### config.mk
export PLATFORM = sky130hd
export DESIGN_NAME = video_capture
export DESIGN_NICKNAME = d
export VERILOG_FILES = /design/src/rtl/video_capture_pkg.sv /design/src/rtl/video_pix_pack.sv /design/src/rtl/video_capture.sv
export SDC_FILE = /design/constraint.sdc
export NUM_CORES = 1
export LEC_CHECK = 0
export CAP_MARGIN = 20
export CORE_MARGIN = 3
export CORE_UTILIZATION = 55
export CTS_CLUSTER_SIZE = 24
export DETAILED_ROUTE_END_ITERATION = 12
export PLACE_DENSITY = 0.81
export SYNTH_ARGS = -nofsm -noshare
export SYNTH_HDL_FRONTEND = slang
export SYNTH_SLANG_ARGS = --single-unit
### constraint.sdc
create_clock -name clk -period 7 [get_ports clk]
set_input_delay 1.75 -clock clk [delete_from_list [all_inputs] [get_ports clk]]
set_output_delay 1.75 -clock clk [all_outputs]
set_load 0.1 [all_outputs]
### src/rtl/video_capture_pkg.sv
// Shared definitions for the video capture block: output word formats,
// luma weights and the capture FSM state encoding.
package video_capture_pkg;

    // Output word format selector values
    localparam int FMT_RGB565 = 0;
    localparam int FMT_LUMA   = 1;

    // Luma weights in 1/256 units; they sum to 256, so white maps to 255
    localparam logic [15:0] LUMA_COEF_R = 16'd77;
    localparam logic [15:0] LUMA_COEF_G = 16'd150;
    localparam logic [15:0] LUMA_COEF_B = 16'd29;

    // Capture FSM states
    typedef enum logic [1:0] {
        ST_IDLE = 2'd0,
        ST_CAPT = 2'd1,
        ST_DROP = 2'd2
    } cap_state_e;

endpackage

### src/rtl/video_pix_pack.sv
// Second pipeline stage data path: converts an RGB888 pixel into the 16-bit
// word that is written to the frame FIFO, then registers it.
module video_pix_pack
    import video_capture_pkg::*;
#(
    parameter int PIX_FMT = FMT_LUMA
) (
    input  logic        clk,
    input  logic        rst_n,
    input  logic [7:0]  r_i,
    input  logic [7:0]  g_i,
    input  logic [7:0]  b_i,
    output logic [15:0] word_o
);

    logic [15:0] rgb_word;
    logic [15:0] luma_sum;
    logic [15:0] luma_word;
    logic [15:0] word_d;
    logic [15:0] word_q;

    // Build both candidate words; the format parameter picks one.
    // The luma sum never exceeds 255*256, so 16 bits hold it without loss.
    always_comb begin
        rgb_word  = {r_i[7:3], g_i[7:2], b_i[7:3]};
        luma_sum  = LUMA_COEF_R * {8'd0, r_i}
                  + LUMA_COEF_G * {8'd0, g_i}
                  + LUMA_COEF_B * {8'd0, b_i};
        luma_word = luma_sum >> 8;
        word_d    = (PIX_FMT == FMT_LUMA) ? luma_word : rgb_word;
    end

    // Output register, aligned with the FIFO write strobe
    always_ff @(posedge clk or negedge rst_n) begin
        if (!rst_n) begin
            word_q <= '0;
        end else begin
            word_q <= word_d;
        end
    end

    assign word_o = word_q;

endmodule

### src/rtl/video_capture.sv
// Capture side of the parallel video interface. A two-stage pipeline
// registers the incoming stream (S1), then decides writes, frame events and
// dimensions (S2). Frames start only on a vs rising edge, so a capture never
// begins part-way through a frame.
module video_capture
    import video_capture_pkg::*;
#(
    parameter int PIX_FMT = FMT_LUMA,
    parameter int DIM_W   = 12,
    parameter int FCNT_W  = 16
) (
    input  logic              clk,
    input  logic              rst_n,
    input  logic              enable,
    input  logic              clear,
    input  logic              vid_hs,
    input  logic              vid_vs,
    input  logic              vid_de,
    input  logic [7:0]        vid_r,
    input  logic [7:0]        vid_g,
    input  logic [7:0]        vid_b,
    input  logic              fifo_full,
    output logic              fifo_wr_en,
    output logic [15:0]       fifo_wr_data,
    output logic              frame_start,
    output logic              frame_done,
    output logic              overflow,
    output logic [DIM_W-1:0]  act_width,
    output logic [DIM_W-1:0]  act_height,
    output logic [FCNT_W-1:0] frame_cnt
);

    // S1 registers
    logic       vid_hs_unused_q;
    logic       vs_q;
    logic       vs_prev_q;
    logic       de_q;
    logic       de_prev_q;
    logic [7:0] r_q;
    logic [7:0] g_q;
    logic [7:0] b_q;
    logic       full_q;

    // S2 state
    cap_state_e        state_q;
    logic              wr_en_q;
    logic              start_q;
    logic              done_q;
    logic              ovf_q;
    logic [FCNT_W-1:0] fcnt_q;
    logic [DIM_W-1:0]  act_w_q;
    logic [DIM_W-1:0]  act_h_q;

    // Dimension counters
    logic [DIM_W-1:0]  line_cnt_q;
    logic [DIM_W-1:0]  last_w_q;
    logic [DIM_W-1:0]  height_q;

    logic vs_rise;
    logic de_fall;

    function automatic logic [DIM_W-1:0] sat_inc(input logic [DIM_W-1:0] v);
        return (v == {DIM_W{1'b1}}) ? v : v + DIM_W'(1);
    endfunction

    // S1: register the raw stream and the FIFO full flag
    always_ff @(posedge clk or negedge rst_n) begin
        if (!rst_n) begin
            vid_hs_unused_q <= 1'b0;
            vs_q            <= 1'b0;
            vs_prev_q       <= 1'b0;
            de_q            <= 1'b0;
            de_prev_q       <= 1'b0;
            r_q             <= '0;
            g_q             <= '0;
            b_q             <= '0;
            full_q          <= 1'b0;
        end else begin
            vid_hs_unused_q <= vid_hs;
            vs_q            <= vid_vs;
            vs_prev_q       <= vs_q;
            de_q            <= vid_de;
            de_prev_q       <= de_q;
            r_q             <= vid_r;
            g_q             <= vid_g;
            b_q             <= vid_b;
            full_q          <= fifo_full;
        end
    end

    // Line boundaries come from de, not hs
    assign vs_rise = vs_q & ~vs_prev_q;
    assign de_fall = ~de_q & de_prev_q;

    // Width/height measurement; runs in every state, restarts on each frame
    always_ff @(posedge clk or negedge rst_n) begin
        if (!rst_n) begin
            line_cnt_q <= '0;
            last_w_q   <= '0;
            height_q   <= '0;
        end else if (vs_rise) begin
            line_cnt_q <= '0;
            last_w_q   <= '0;
            height_q   <= '0;
        end else if (de_q) begin
            line_cnt_q <= sat_inc(line_cnt_q);
        end else if (de_fall) begin
            last_w_q   <= line_cnt_q;
            line_cnt_q <= '0;
            height_q   <= sat_inc(height_q);
        end
    end

    // Capture FSM with registered write strobe, frame pulses and status
    always_ff @(posedge clk or negedge rst_n) begin
        if (!rst_n) begin
            state_q <= ST_IDLE;
            wr_en_q <= 1'b0;
            start_q <= 1'b0;
            done_q  <= 1'b0;
            ovf_q   <= 1'b0;
            fcnt_q  <= '0;
            act_w_q <= '0;
            act_h_q <= '0;
        end else begin
            wr_en_q <= 1'b0;
            start_q <= 1'b0;
            done_q  <= 1'b0;
            case (state_q)
                ST_IDLE: begin
                    if (vs_rise && enable) begin
                        state_q <= ST_CAPT;
                        start_q <= 1'b1;
                    end
                end
                ST_CAPT: begin
                    if (vs_rise) begin
                        done_q  <= 1'b1;
                        act_w_q <= last_w_q;
                        act_h_q <= height_q;
                        fcnt_q  <= fcnt_q + FCNT_W'(1);
                        if (enable) begin
                            start_q <= 1'b1;
                        end else begin
                            state_q <= ST_IDLE;
                        end
                    end else if (de_q) begin
                        if (full_q) begin
                            ovf_q   <= 1'b1;
                            state_q <= ST_DROP;
                        end else begin
                            wr_en_q <= 1'b1;
                        end
                    end
                end
                ST_DROP: begin
                    // The dropped frame is not reported; resync on the next frame
                    if (vs_rise) begin
                        if (enable) begin
                            state_q <= ST_CAPT;
                            start_q <= 1'b1;
                        end else begin
                            state_q <= ST_IDLE;
                        end
                    end
                end
                default: begin
                    state_q <= ST_IDLE;
                end
            endcase
            // clear has priority over a same-cycle overflow or frame count update
            if (clear) begin
                ovf_q  <= 1'b0;
                fcnt_q <= '0;
            end
        end
    end

    video_pix_pack #(
        .PIX_FMT (PIX_FMT)
    ) u_pix_pack (
        .clk    (clk),
        .rst_n  (rst_n),
        .r_i    (r_q),
        .g_i    (g_q),
        .b_i    (b_q),
        .word_o (fifo_wr_data)
    );

    assign fifo_wr_en  = wr_en_q;
    assign frame_start = start_q;
    assign frame_done  = done_q;
    assign overflow    = ovf_q;
    assign act_width   = act_w_q;
    assign act_height  = act_h_q;
    assign frame_cnt   = fcnt_q;

endmodule

Yosys cells after proc, flatten, opt, wreduce, memory -nomap -nowiden

Index checks and enable logic that the tools add are counted.

Bits of input ports: 32
Logic and storage cells: 98
Output and inout port bits: 60
Bits in registers: 119

Multiplexer cells: 37
Reduce and logical (&&, ||, !) cells: 16
Add/subtract/negate cells: 5
Equal/unequal tests: 13
Multiply operators: 3
Bitwise operators: 4

Operators with widths:

| cell                                                                   | number |
|---|---|
| 12-bit 2-to-1 mux                                                      | 11 |
| 16-bit 2-to-1 mux                                                      | 3 |
| 7-bit by 8-bit multiplier with 15-bit output (first input constant)    | 2 |
| 12-bit by 1-bit adder with 12-bit output (second input constant)       | 2 |
| 12-bit equality test (second input constant)                           | 2 |
| 15-bit by 16-bit adder with 16-bit output                              | 1 |
| 16-bit by 1-bit adder with 16-bit output (second input constant)       | 1 |
| 16-bit by 13-bit adder with 16-bit output                              | 1 |
| 1-bit 2-to-1 mux                                                       | 15 |
| 5-bit by 8-bit multiplier with 13-bit output (first input constant)    | 1 |
| 2-bit 2-to-1 mux                                                       | 6 |
| 3-bit != test (second input constant)                                  | 4 |
| 2-bit nonzero test                                                     | 5 |
| 2-bit != test (second input constant)                                  | 4 |
| 2-bit AND reduction                                                    | 4 |
| 2-bit one-hot mux with 3 select lines                                  | 1 |
| 5-bit AND reduction                                                    | 1 |
| 4-bit AND reduction                                                    | 1 |
| 3-bit AND reduction                                                    | 1 |
| 3-bit nonzero test                                                     | 1 |
| 1-bit AND                                                              | 2 |
| 2-bit by 1-bit equality test with 1-bit output (second input constant) | 1 |
| 2-bit equality test (second input constant)                            | 1 |
| 2-bit logical NOT                                                      | 1 |
| 5 further kinds                                                        | 6 |

Depth between registers and ports, before layout

Gate-level depths: netlist of run 1.

Depth in word-level cells: 5
Mapped depth: 24
Gate-level depth less buffers: 24

Cells and area by module

A second synthesis of run 1 with hierarchy kept.

Cell total of the unflattened synthesis: 791
Area total of the unflattened synthesis: 7988.9 um2

By module, submodules not included:

| module         | seq. area each (um2) | area an instance (um2) | cells an instance | instances |
|---|---|---|---|---|
| video_capture  | 2777.7               | 4586.9                 | 452               | 1 |
| video_pix_pack | 200.2                | 3402.0                 | 339               | 1 |

Worst setup path after synthesis of run 1

Ideal clock, no wire load.

Kind: reg-to-reg
Start point: reg g_q[4]
End point: reg u_pix_pack.word_q[6], in the netlist u_pix_pack.word_o[6]
Stages on the path, launching flop included: 21
Arrival time: 5943 ps
Period minus slack after synthesis: 6037 ps
Setup slack: 963 ps
Path through: dfrtp_1 > ha_1 > ha_1 > inv_1 > fa_1 > fa_1 > inv_1 > ha_1 > xor2_1 > fa_1 > fa_1 > inv_1 > fa_1 > fa_1 > inv_1 > ha_1 > and3_1 > o21ai_1 > o211a_1 > or3_1 > a221oi_2

Longest elaborated chain between the ends: 3

RTL lines:

| item                                         | line                 | source |
|---|---|---|
| from (decl)                                  | video_capture.sv:40  | `logic [7:0] g_q;` |
| from (signal assigned)                       | video_capture.sv:85  | `g_q <= vid_g;` |
| 7-bit by 8-bit multiplier with 15-bit output | video_pix_pack.sv:27 | `+ LUMA_COEF_G * {8'd0, g_i}` |
| 15-bit by 16-bit adder with 16-bit output    | video_pix_pack.sv:27 |  |
| 16-bit by 13-bit adder with 16-bit output    | video_pix_pack.sv:28 | `+ LUMA_COEF_B * {8'd0, b_i};` |
| via u_pix_pack.luma_sum[14]                  | video_pix_pack.sv:17 | `logic [15:0] luma_sum;` |
| to (signal assigned)                         | video_pix_pack.sv:38 | `word_q <= word_d;` |
| to (decl)                                    | video_pix_pack.sv:20 | `logic [15:0] word_q;` |

The timed path passes the listed nets, and every way through them passes these cells.
A chain may end at the register's enable or synchronous reset.

Worst setup path in the final report of run 1

Start point: reg g_q[5]
End point: reg u_pix_pack.word_q[7], in the netlist u_pix_pack.word_o[7]

The elaborated chain is that of the path after synthesis.

==> results of run 1 <==
==> power by group through the flow <==
stage | registers (W) | clock network, W | logic [W]
floorplan | 0.00111 | 0 | 0.00185
global placement | 0.000839 | 0 | 0.00262
detailed placement | 0.000840 | 0 | 0.00270
CTS | 0.000829 | 0.000819 | 0.00273
global route | 0.000836 | 0.000847 | 0.00304
finish | 0.000828 | 0.000800 | 0.00269
==> final timing paths <==
| kind | start | endpoint | slack, ns | cells after the start |
|---|---|---|---|---|
| setup / recovery | g_q[5]$_DFF_PN0_ | u_pix_pack.word_o[7]$_DFF_PN0_ | 0.51 | 22 |
| min in group asynchronous | rst_n | b_q[0]$_DFF_PN0_ | 1.44 | 1 |
| setup reg to reg | g_q[5]$_DFF_PN0_ | u_pix_pack.word_o[7]$_DFF_PN0_ | 0.51 | 22 |
| hold / removal | vs_q$_DFF_PN0_ | vs_prev_q$_DFF_PN0_ | 0.42 | 0 |
| max in group asynchronous | rst_n | frame_cnt[13]$_DFFE_PN0P_ | 4.36 | 2 |
| hold reg to reg | vs_q$_DFF_PN0_ | vs_prev_q$_DFF_PN0_ | 0.42 | 0 |
==> critical path: cells and delay by family (launching register included) <==
| kind | cells | cell delay, ns |
|---|---|---|
| flops | 1 | 0.45 |
| xor+xnor | 2 | 0.46 |
| buf+inv | 4 | 0.20 |
| compound gates | 4 | 0.89 |
| fa+ha+maj | 10 | 4.04 |
| simple gates | 2 | 0.32 |
==> cells in the mapped netlist (all sizes together) (2+ instances only) <==
cell type  count
o211a          2
nand3         14
nor4           9
nor3b          3
mux2          26
ha            91
nor3          12
a211oi         6
or3            4
a221oi         2
and3           9
nor4b          3
xor2          19
o21bai         3
inv          101
o211ai         4
o21a           2
a31oi          2
xnor2         24
nor2          57
nand2         54
o21ai         13
nor2b          5
nand2b         4
clkbuf         6
a2111oi        3
dfrtp        119
buf           15
fa            55
nand4         11
and4           6
a21o           7
a21oi         34
==> cell type report <==
class / count / area (um2) / share of cell area
clock buffers: 20 / 436.7 / 0.04607
clock inverters: 11 / 101.3 / 0.01069
inverters: 101 / 379.1 / 0.04000
multi-input cells: 509 / 4517 / 0.4766
flip-flops and latches: 119 / 2978 / 0.3142
well taps: 180 / 225.2 / 0.02376
repair buffers: 85 / 840.8 / 0.08871
==> state kept, by name (all words and copies together) (netlist names) <==
name               count
frame_cnt             16
act_height            12
act_width             12
height_q              12
last_w_q              12
line_cnt_q            12
b_q                    8
g_q                    8
r_q                    8
u_pix_pack.word_o      8
state_q                2
de_prev_q              1
de_q                   1
fifo_wr_en             1
frame_done             1
frame_start            1
full_q                 1
overflow               1
vs_prev_q              1
vs_q                   1
==> cell families after synthesis <==
kind of cell,share of synthesized area
fa+ha+maj,0.2814
compound gates,0.07105
mux,0.03804
xor+xnor,0.05014
buf+inv,0.06209
flops,0.3741
simple gates,0.1228
other cells,0.0004711
==> layer usage <==
metal,track usage,share of wire
met1,0.2592,0.43
met2,0.3690,0.52
met3,0.04842,0.039
met4,0.07003,0.013
met5,0,0
==> cells in the final DEF, fill, tap and decap left out, drive strengths merged, types with 7 or more instances in the layout <==
cell	synthesis	routed
xor2	19	19
clkdlybuf4s50	0	81
conb	1	8
nand3	14	14
a21oi	34	34
o21ai	13	13
clkbuf	6	20
fa	55	55
dfrtp	119	119
nor2	57	57
xnor2	24	24
a21o	7	7
nor4	9	9
and3	9	9
nand2	54	54
mux2	26	26
inv	101	104
nor3	12	12
nand4	11	11
ha	91	91
==> through the flow <==
| step | setup WS, ns | area, um2 | total power [W] |
|---|---|---|---|
| 2_1_floorplan | 0.9629 | 7986 | 0.002954 |
| 3_3_place_gp | 0.5839 | 8940 | 0.003464 |
| 3_5_place_dp | 0.5151 | 8940 | 0.003540 |
| 4_1_cts | 0.4178 | 9478 | 0.004379 |
| 5_1_grt | 0.1929 | 9478 | 0.004725 |
| 6_report | 0.5074 | 9478 | 0.004317 |
==> qor.yml, run 1 <==
logic_synthesis:
  synth_area_mm2: 0.007960
  netlist_instances: 743
  synth.area.top_cells: "dfrtp_1 (37%), ha_1 (14%), fa_1 (14%), inv_1 (4.8%), mux2_2 (3.7%)"
  ys_ff_latch: 119
  syn_area_per_cell_um2: 10.71
  synth-seq-area-share: 0.3741
  yosysWarnings: 0
  yosysTopAreaCell: "dfrtp_1"
  synth-edff-count: 0
  ys_async_sr_fraction: 1.000
  yosysTopAreaCellShare: 0.3741
  ys_types: 58
  synthFlopType: "dfrtp_1"
cts:
  clk_path_buf_depth: 2
  cts_tree: "done"
  clockRootBuffer: "clkbuf_16"
  postCtsSetupBuffers: 0
  h-tree-depth: 4
  cts.sinks: 119
  insertion_delay_ns: 0.41
  cts_buffers: 17
  path_clk_slew_ns: 0.06
  ctsResizeCount: 0
  postCtsHoldBufs: 0
floorplan:
  die_w_um: 126.3
  coreArea_mm2: 0.01404
  die_y_um: 126.3
  placementRows: 43
  ios: 92
  die-area_mm2: 0.01595
  start_util: 0.5669
worst_setup_path:
  crit_fanout: 6
  criticalPathCategory: "reg2reg"
  endpoint_kind: "flop"
  slowest_delay_ns: 0.54
  path_cells: "ha_1 > ha_1 > ha_1 > inv_1 > fa_1 > inv_1 > ha_1 > nand2_1 > o211ai_1 > xor2_1 > fa_1 > fa_1 > inv_1 > fa_1 > fa_1 > inv_1 > ha_1 > and3_1 > o21ai_1 > o211ai_1 > a211oi_1 > xnor3_1"
  cp.required_ns: 7.28
  cp.arrival_ns: 6.77
  cpMaxStageDelayCell: "fa_1"
  cp-start-kind: "flop"
routing:
  via_per_inst: 5.383
  wirelength_mm: 15.61
  drtAntennaViolNets: 0
  wl_per_cell_um: 15.22
  vias: 5518
  first_pass_iters: 4
  drtIter0Drc: 256
  drc: 0
power_and_ir_drop:
  pwr-share-seq: 0.192
  p_clk_frac: 0.185
  power_density_mw_per_mm2: 455.4
  vdd_drop_max_v: 0.0003898
  p_switching_w: 0.001987
  internal_power_w: 0.002330
  pwr-share-comb: 0.623
  swShare: 0.4602
  p_leak_nw: 4.544
timing:
  period_share: 0.9275
  max_freq_mhz: 154.0
  slew-limit-headroom: 0.3121
  worstMarginPinSlew_ns: 1.029
  fin_skew_ns: 0.01368
  setup_viol: 0
  min_period_ns: 6.493
  rsz0062_at_grt: "false"
  drv_slew: 0
  timing.hold.ws_ns: 0.4169
  final.setup.tns_ns: 0
  hold_viol_final: 0
global_routing:
  grt_start_max_net_pins: 68
  grt_pass1_wl_mm: 27.17
  grt_pass1_vias: 5882
  grt_use_total: 0.2109
  overflow: 0
  antenna_found_initial: 0
placement:
  placedCellCount: 994
  place.gp.congestion: 0.8080
  place_hpwl_mm: 11.44
  portBuffers: 82
min_path:
  hp-class: "reg2reg"
finish:
  fillCellCount: 1078
  nNetsFinal: 1011
  layoutNonFillerInstCount: 1025
  utilization: 0.6750
  synthToLayoutAreaGrowth_pct: 19.07
  diodes: 0
  drive_gt1_frac: 0.07574
job:
  maxCapViolations: 0
run_status:
  outcome: "completed"
Power figures use the tool's default switching activity.
==> run 2: changes to the inputs <==
Settings changed: CORE_UTILIZATION 55 to 30, PLACE_DENSITY 0.81 to 0.5.
==> run 2 against run 1 <==
  * Combinational power up 2%
  * Via count down 1.5%
  * Worst setup slack gained 0.029 ns
  * Power increased by 4.3%
  * Largest power group unchanged
  * Sequential share of layout area fell by 0.88 points
  * Hold slack better by 0.016 ns
  * Global-route usage down 8.2 points
  * Sequential power is essentially flat
  * Clock-buffer cell count decreased by 2
==> qor.yml, run 2 (same netlist as run 1, synthesis figures left out) <==
routing:
  wirelength_mm: 17.24  # +10%
  wl_per_cell_um: 14.65  # -3.8%
  drtAntennaViolNets: 0  # unchanged
  via_per_inst: 4.618  # -14%
  vias: 5435  # -1.5%
  drtIter0Drc: 251  # -2.0%
  drc: 0  # unchanged
  first_pass_iters: 4  # unchanged
cts:
  postCtsSetupBuffers: 0  # unchanged
  insertion_delay_ns: 0.41  # about the same
  clk_path_buf_depth: 2  # unchanged
  ctsResizeCount: 0  # unchanged
  path_clk_slew_ns: 0.06  # about the same
  cts_buffers: 17  # unchanged
  postCtsHoldBufs: 0  # unchanged
  clockRootBuffer: "clkbuf_16"
  cts_tree: "done"
  cts.sinks: 119  # unchanged
  h-tree-depth: 4  # unchanged
finish:
  nNetsFinal: 1012  # +0.099%
  synthToLayoutAreaGrowth_pct: 22.49
  layoutNonFillerInstCount: 1177  # +15%
  fillCellCount: 2589  # +140%
  largest_reg_flops: 16  # unchanged
  final_common_cell: "dfrtp_1"
  final_cell_mix: "dfrtp_1 (119), inv_1 (101), ha_1 (91)"
  multi_input_area_mm2: 0.004517  # unchanged
  regArea_mm2: 0.002978  # unchanged
  utilization: 0.3806  # -0.2943
  drive_gt1_frac: 0.08028  # +0.004544
  diodes: 0  # unchanged
global_routing:
  grt_start_max_net_pins: 65  # -4.4%
  antenna_found_initial: 0  # unchanged
  grt_pass1_vias: 5803  # -1.3%
  grt_pass1_wl_mm: 29.35  # +8.0%
  overflow: 0  # unchanged
  grt_use_total: 0.1287  # -0.08215
worst_setup_path:
  cp.arrival_ns: 6.75  # -0.02 ns
  endpoint_kind: "flop"
  r2r_start: "g_q[5]$_DFF_PN0_"
  critical_path.top_delay_family: "adder cells"
  criticalPathCategory: "reg2reg"
  cp.required_ns: 7.29  # about the same
  reg2reg_setup_slack_ns: 0.54  # +0.03 ns
  r2r.worst_path.cells: 22  # unchanged
  crit_fanout: 6  # unchanged
  critPathBufInv: 4  # unchanged
  cpMaxStageDelayCell: "fa_1"
  path_cells: "ha_1 > ha_1 > ha_1 > inv_1 > fa_1 > inv_1 > ha_1 > nand2_1 > o211ai_1 > xor2_1 > fa_1 > fa_1 > inv_1 > fa_1 > fa_1 > inv_1 > ha_1 > and3_1 > o21ai_1 > o211ai_1 > a211oi_1 > xnor3_1"
  slowest_delay_ns: 0.55  # about the same
  r2r-end: "u_pix_pack.word_o[7]$_DFF_PN0_"
  cp-start-kind: "flop"
timing:
  drv_slew: 0  # unchanged
  hold_viol_final: 0  # unchanged
  fin_skew_ns: 0.01026  # -0.003419 ns
  slew-limit-headroom: 0.3060  # -0.006035
  min_period_ns: 6.464  # -0.02910 ns
  rsz0062_at_grt: "false"
  worstMarginPinSlew_ns: 1.038  # +0.009025 ns
  setup_viol: 0  # unchanged
  max_freq_mhz: 154.7  # +0.45%
  final.setup.tns_ns: 0  # unchanged
  period_share: 0.9234  # -0.004157
floorplan:
  start_util: 0.3107  # -0.2561
  placementRows: 58  # +35%
  die_w_um: 168.9  # +34%
  coreArea_mm2: 0.02562  # +82%
  die-area_mm2: 0.02852  # +79%
  die_y_um: 168.9  # +34%
  ios: 92  # unchanged
placement:
  portBuffers: 82  # unchanged
  placedCellCount: 1145  # +15%
  place_hpwl_mm: 12.75  # +11%
  place.gp.congestion: 0.7639  # -5.5%
power_and_ir_drop:
  pwr-share-seq: 0.184  # -0.008
  pwr-share-comb: 0.609  # -0.014
  p_switching_w: 0.002062  # +3.8%
  p_clk_frac: 0.207  # +0.022
  p_leak_nw: 4.585  # +0.90%
  internal_power_w: 0.002441  # +4.8%
  power_density_mw_per_mm2: 461.8  # +1.4%
  vdd_drop_max_v: 0.0002943  # -25%
  swShare: 0.4580  # -0.002235
min_path:
  hold_start: "vs_q$_DFF_PN0_"
  whs_endpoint: "vs_prev_q$_DFF_PN0_"
  worstHoldPathCells: 0  # unchanged
  hp-class: "reg2reg"
run_status:
  outcome: "completed"
job:
  maxCapViolations: 0  # unchanged
[run 2: cell count changes in the layout (fill, tap and decap cells not counted), sizes merged]
cell    change
clkbuf      -2
bufinv      +2
inv         +5
clkinv      -4
buf         +1
[run 2: final cells by class]
class | instances | share of cell area
clock buffer | 18 | 0.04401
clock inverter | 14 | 0.01912
tap | 330 | 0.04235
inverter | 101 | 0.03888
multi-input combinational | 509 | 0.4632
sequential | 119 | 0.3054
timing repair buffer | 86 | 0.08700
[run 2: metal layers]
layer	vias up	global-route usage	routed length [um]
met1	2679	0.1550	7530
met5	-	0	0
met3	21	0.03316	683
li1	2663	-	-
met4	0	0.03486	199
met2	72	0.2282	8824
[run 2: power by group through the flow]
stage | clock, W | combinational (W) | sequential [W]
6_report | 0.000931 | 0.00274 | 0.000830
5_1_grt | 0.000993 | 0.00315 | 0.000840
4_1_cts | 0.000965 | 0.00283 | 0.000833
3_5_place_dp | 0 | 0.00281 | 0.000845
3_3_place_gp | 0 | 0.00280 | 0.000846
2_1_floorplan | 0 | 0.00185 | 0.00111
[run 2: worst reg2reg max path: stages, from the launching register on]
cell and delay, ns:
dfrtp_1 0.45, ha_1 0.31, ha_1 0.28, ha_1 0.28, inv_1 0.05, fa_1 0.49
inv_1 0.04, ha_1 0.34, nand2_1 0.10, o211ai_1 0.20, xor2_1 0.20, fa_1 0.46
fa_1 0.52, inv_1 0.05, fa_1 0.47, fa_1 0.55, inv_1 0.05, ha_1 0.36
and3_1 0.21, o21ai_1 0.17, o211ai_1 0.22, a211oi_1 0.28, xnor3_1 0.25
[run 2: worst max path at each step]
stage | start | endpoint | slack, ns | cells past startpoint
floorplan | g_q[4]$_DFF_PN0_ | u_pix_pack.word_o[6]$_DFF_PN0_ | 0.96 | 20
global placement | g_q[4]$_DFF_PN0_ | u_pix_pack.word_o[7]$_DFF_PN0_ | 0.53 | 20
detailed placement | g_q[5]$_DFF_PN0_ | u_pix_pack.word_o[7]$_DFF_PN0_ | 0.51 | 22
CTS | g_q[5]$_DFF_PN0_ | u_pix_pack.word_o[7]$_DFF_PN0_ | 0.46 | 22
global route | g_q[5]$_DFF_PN0_ | u_pix_pack.word_o[7]$_DFF_PN0_ | 0.13 | 22
finish | g_q[5]$_DFF_PN0_ | u_pix_pack.word_o[7]$_DFF_PN0_ | 0.54 | 22
[run 2: per-stage QoR]
stage / instance area (um2) / worst slack [ns] / hold slack [ns] / total power (W)
2_1_floorplan: 7986 / 0.9629 / 0.3813 / 0.002954
3_3_place_gp: 9135 / 0.5289 / 0.4092 / 0.003644
3_5_place_dp: 9135 / 0.5097 / 0.4152 / 0.003652
4_1_cts: 9751 / 0.4646 / 0.4337 / 0.004623
5_1_grt: 9751 / 0.1313 / 0.4408 / 0.004987
6_report: 9751 / 0.5365 / 0.4332 / 0.004503
==> run 3: changes to the inputs <==
Settings changed: TNS_END_PERCENT set to 5.
==> results of run 3 <==
No change in the layout: final DEF, timing and power equal those of run 2.
